<file path="config.mk">
export PLATFORM = sky130hd
export DESIGN_NAME = sync_fifo_ctrl
export DESIGN_NICKNAME = d
export VERILOG_FILES = /design/src/rtl/sync_fifo_ctrl.sv
export SDC_FILE = /design/constraint.sdc
export NUM_CORES = 1
export LEC_CHECK = 0
export ABC_AREA = 1
export CAP_MARGIN = 20
export CORE_MARGIN = 2
export CORE_UTILIZATION = 30
export DETAILED_ROUTE_END_ITERATION = 7
export REMOVE_ABC_BUFFERS = 1
export SLEW_MARGIN = 40
export SYNTH_ARGS = -nofsm -noshare
export SYNTH_HDL_FRONTEND = slang
export SYNTH_SLANG_ARGS = --single-unit
export TNS_END_PERCENT = 1
</file>
<file path="constraint.sdc">
create_clock -name clk -period 3.6 [get_ports clk]
set_input_delay 0.9 -clock clk [delete_from_list [all_inputs] [get_ports clk]]
set_output_delay 0.9 -clock clk [all_outputs]
set_load 0.01 [all_outputs]
</file>
<file path="src/rtl/sync_fifo_ctrl.sv">
// sync_fifo_ctrl: pointer/occupancy controller for a single-clock FWFT FIFO
// built around dual_port_ram. Data never passes through this block; it only
// steers the RAM write enable and both addresses, and reports level and error flags.
module sync_fifo_ctrl #(
   parameter int unsigned DATADEPTH  = 45,
   parameter int unsigned AFULL_LVL  = 40,
   parameter int unsigned AEMPTY_LVL = 4,
   localparam int unsigned AW = $clog2(DATADEPTH),
   localparam int unsigned CW = $clog2(DATADEPTH + 1)
) (
   input  logic          clk,
   input  logic          rst,
   input  logic          wr_en,
   input  logic          rd_en,
   input  logic          err_clr,
   output logic          wclken,
   output logic [AW-1:0] waddr,
   output logic [AW-1:0] raddr,
   output logic [CW-1:0] count,
   output logic          full,
   output logic          empty,
   output logic          almost_full,
   output logic          almost_empty,
   output logic          ovf_err,
   output logic          udf_err
);

   localparam logic [AW-1:0] LAST_ADDR = AW'(DATADEPTH - 1);
   localparam logic [CW-1:0] DEPTH_CNT = CW'(DATADEPTH);
   localparam logic [CW-1:0] AFULL_CNT = CW'(AFULL_LVL);
   localparam logic [CW-1:0] AEMPT_CNT = CW'(AEMPTY_LVL);

   logic wr_acc;
   logic rd_acc;

   // Level flags decoded purely from the registered occupancy.
   always_comb begin
      full         = (count == DEPTH_CNT);
      empty        = (count == '0);
      almost_full  = (count >= AFULL_CNT);
      almost_empty = (count <= AEMPT_CNT);
   end

   // Accept terms; full is the pre-pop value, so a write is refused when full
   // even if a read is popping in the same cycle.
   always_comb begin
      wr_acc = wr_en & ~full & ~rst;
      rd_acc = rd_en & ~empty;
      wclken = wr_acc;
   end

   // Write pointer, wrapping explicitly at the last RAM entry.
   always_ff @(posedge clk or posedge rst) begin
      if (rst) begin
         waddr <= '0;
      end else if (wr_acc) begin
         waddr <= (waddr == LAST_ADDR) ? '0 : waddr + AW'(1);
      end
   end

   // Read pointer, wrapping explicitly at the last RAM entry.
   always_ff @(posedge clk or posedge rst) begin
      if (rst) begin
         raddr <= '0;
      end else if (rd_acc) begin
         raddr <= (raddr == LAST_ADDR) ? '0 : raddr + AW'(1);
      end
   end

   // Occupancy: net change of accepted writes minus accepted reads.
   always_ff @(posedge clk or posedge rst) begin
      if (rst) begin
         count <= '0;
      end else begin
         case ({wr_acc, rd_acc})
            2'b10:   count <= count + CW'(1);
            2'b01:   count <= count - CW'(1);
            default: count <= count;
         endcase
      end
   end

   // Sticky error flags; a new error in the same cycle as err_clr wins.
   always_ff @(posedge clk or posedge rst) begin
      if (rst) begin
         ovf_err <= 1'b0;
         udf_err <= 1'b0;
      end else begin
         if (wr_en && full)
            ovf_err <= 1'b1;
         else if (err_clr)
            ovf_err <= 1'b0;
         if (rd_en && empty)
            udf_err <= 1'b1;
         else if (err_clr)
            udf_err <= 1'b0;
      end
   end

endmodule

</file>
==> flow_summary.yaml <==
critical_path:
  r2r_slack_ns: 1.24
  crit_type: "input pin to output pin"
  r2r_start: "count[5]"
  path_delay_family: "buffers and inverters"
  rr_worst_depth: 12
  crit_top_cell: "clkdlybuf4s50_1"
  path_cells: "clkdlybuf4s50_1, inv_1, nor2_1, nand2_4, inv_6, clkdlybuf4s50_1"
  cp_max_fo: 10
  slowest_stage: "clkdlybuf4s50_1"
  cp_slowest_stage_delay_ns: 0.55
  start_kind: "input pin"
  path_buf_inv: 4
  cp_data_required_time_ns: 2.70
  timing.rr.end: "count[4]"
  worstPathArrival_ns: 2.37
  cp-end-kind: "output pin"
die:
  initial_core_util: 0.315
  core_area_um2: 4410
  num_io_pins: 30
  die_area_um2: 5200
  row_count: 24
  dieWidth_um: 72.1
  fp.dieH_um: 72.1
sta:
  worst_hold_slack_ns: 0.525
  clock_skew_ns: 0.00856
  rsz0062_at_grt: "false"
  worstMarginPinSlew_ns: 0.442
  fin_crit_sh: 0.908
  fmax_ghz: 0.306
  fin_setup_tns_ns: 0
  timing.final.hold_violations: 0
  setup_violations: 0
  finalCriticalPeriod_ns: 3.27
  slew_violations: 0
  slew_headroom: 0.705
clock_tree:
  ctsResizeCount: 0
  clk_pin_slew_ns: 0.08
  cts_root_buf: "clkbuf_8"
  cts_sinks: 20
  cts_hold_buf: 0
  cts_buffers: 3
  cts_buffer_depth: 2
  htreeDepth: 1
  clock_latency_ns: 0.26
  cts_tree: "yes"
  cts_setup_buffers: 0
drt:
  viasPerCell: 4.66
  antenna_left: 0
  vias: 1164
  drtIter0Drc: 33
  dr.pass1.iters: 4
  wl_met3_um: 85
  wl_per_cell_um: 11.5
  topRoutingLayerUsed: "met4"
  drt-met1-wl_mm: 1.45
  route.met2.wl_mm: 1.30
  routed_wl_mm: 2.87
  drc: 0
logic_synthesis:
  yosysSeqAreaShare: 0.360
  synthTopCellsByArea: "dfrtp_1, nand2_1, ha_1"
  synth_top_family_by_area: "simple AND/OR/NAND/NOR gates"
  synth_xor_area_frac: 0.0441
  synth.distinct_cells: 25
  yosys.area_share.simple: 0.315
  yosysWarnings: 0
  synth_area_um2: 1390
  yosysTopAreaCell: "dfrtp_1"
  synthMuxAreaShare: 0
  synth_cells: 165
  synth_compound_area_frac: 0.101
  yosys.area_share.adder: 0.0953
  yosysTopAreaCellShare: 0.360
  synth_seq_cells: 20
  synth_area_per_cell_um2: 8.43
power_and_ir_drop:
  power_density_nw_per_um2: 817
  p_leak_nw: 0.881
  max-vdd-ir-drop_v: 0.000252
placement:
  placed_area_um2: 1750
  dp_hpwl_mm: 2.14
  gp_congestion: 0.796
  numPlacedInstances: 246
  place.port_buffers: 29
cells_and_area:
  mostFrequentLayoutCells: "nand2_1, clkdlybuf4s50_1, inv_1"
  nets: 214
  layout_commonest_cell: "nand2_1"
  fill_cells: 455
  antennaDiodeCount: 0
  fin_cells: 250
  drive_gt1_frac: 0.182
  synthToLayoutAreaGrowth_pct: 30.7
  fin_area_um2: 1820
hold_path:
  hold_end: "udf_err"
  hold_class: "flop to flop"
  hold_start: "udf_err"
  hold_depth: 2
job:
  max-cap-violations: 0
outcome:
  status: "complete, no violations"
global_route:
  grt_usage: 0.121
  overflow: 0
  antenna_found_initial: 0
  grt_pass1_wl_mm: 5.06
  first_global_vias: 1114
  grt_max_degree: 21
-- tightest hold or removal path, delay by kind of cell, from the launching register on --
kind | cells | cell delay (ns)
buf+inv | 1 | 0.05
flops | 1 | 0.38
compound gates | 1 | 0.06
-- state kept, by name, summed over array words and instances (netlist names) --
register and count:
raddr 6, waddr 6, count 6, ovf_err 1
udf_err 1
-- worst max-delay path by stage --
stage | from | slack, ns | to | cells after the start
after floorplan | wr_en | 1.20 | count[4] | 11
final | wr_en | 0.33 | wclken | 6
after CTS | wr_en | 0.31 | wclken | 6
after global routing | wr_en | 0.24 | wclken | 6
after detailed placement | wr_en | 0.32 | wclken | 6
after global placement | wr_en | 0.30 | wclken | 6
-- synth_stat cells, drive strengths merged --
cell type  instances
nor2               9
nand4              3
inv               28
ha                 9
o21a               1
a21oi              3
nand3             21
a21boi             1
o21ai             11
xor2               3
clkinv             1
o22ai              3
xnor2              4
dfrtp             20
fa                 1
nand2             46
o211a              1
-- power by group --
part / switching, W / internal [W] / leakage, nW
clock: 0.0000832 / 0.000149 / 0.0357
sequential: 0.000156 / 0.000317 / 0.253
combinational: 0.000388 / 0.000392 / 0.592
total: 0.000628 / 0.000858 / 0.881
-- cells by family after synthesis --
| logic type | Yosys count |
|---|---|
| AOI/OAI and AO/OA | 20 |
| xor gates and xnor gates | 7 |
| adders and majority gates | 10 |
| buffers and inverters | 29 |
| DFF | 20 |
| and+or+nand+nor | 79 |
-- per-stage QoR --
step / setup WS [ns] / total power (W) / util
finish: 0.330 / 0.00149 / 0.412
global route: 0.243 / 0.00162 / 0.412
CTS: 0.313 / 0.00151 / 0.412
detailed placement: 0.315 / 0.00127 / 0.396
global placement: 0.302 / 0.00126 / 0.396
floorplan: 1.20 / 0.000944 / -
-- metal layers --
layer | vias up | track usage
li1 | 595 | -
met2 | 20 | 0.181
met1 | 545 | 0.177
met5 | - | 0
met3 | 4 | 0.0181
met4 | 0 | 0.0440
-- layout make-up --
cell class / instances / area (µm²) / area share
multi-input combinational: 116 / 772 / 0.425
sequential: 20 / 500 / 0.275
inverter: 29 / 119 / 0.0654
clock buffer: 3 / 41.3 / 0.0227
timing repair buffer: 29 / 290 / 0.160
tap: 52 / 65.1 / 0.0358
clock inverter: 1 / 30.0 / 0.0165
Power figures use the tool's default switching activity.
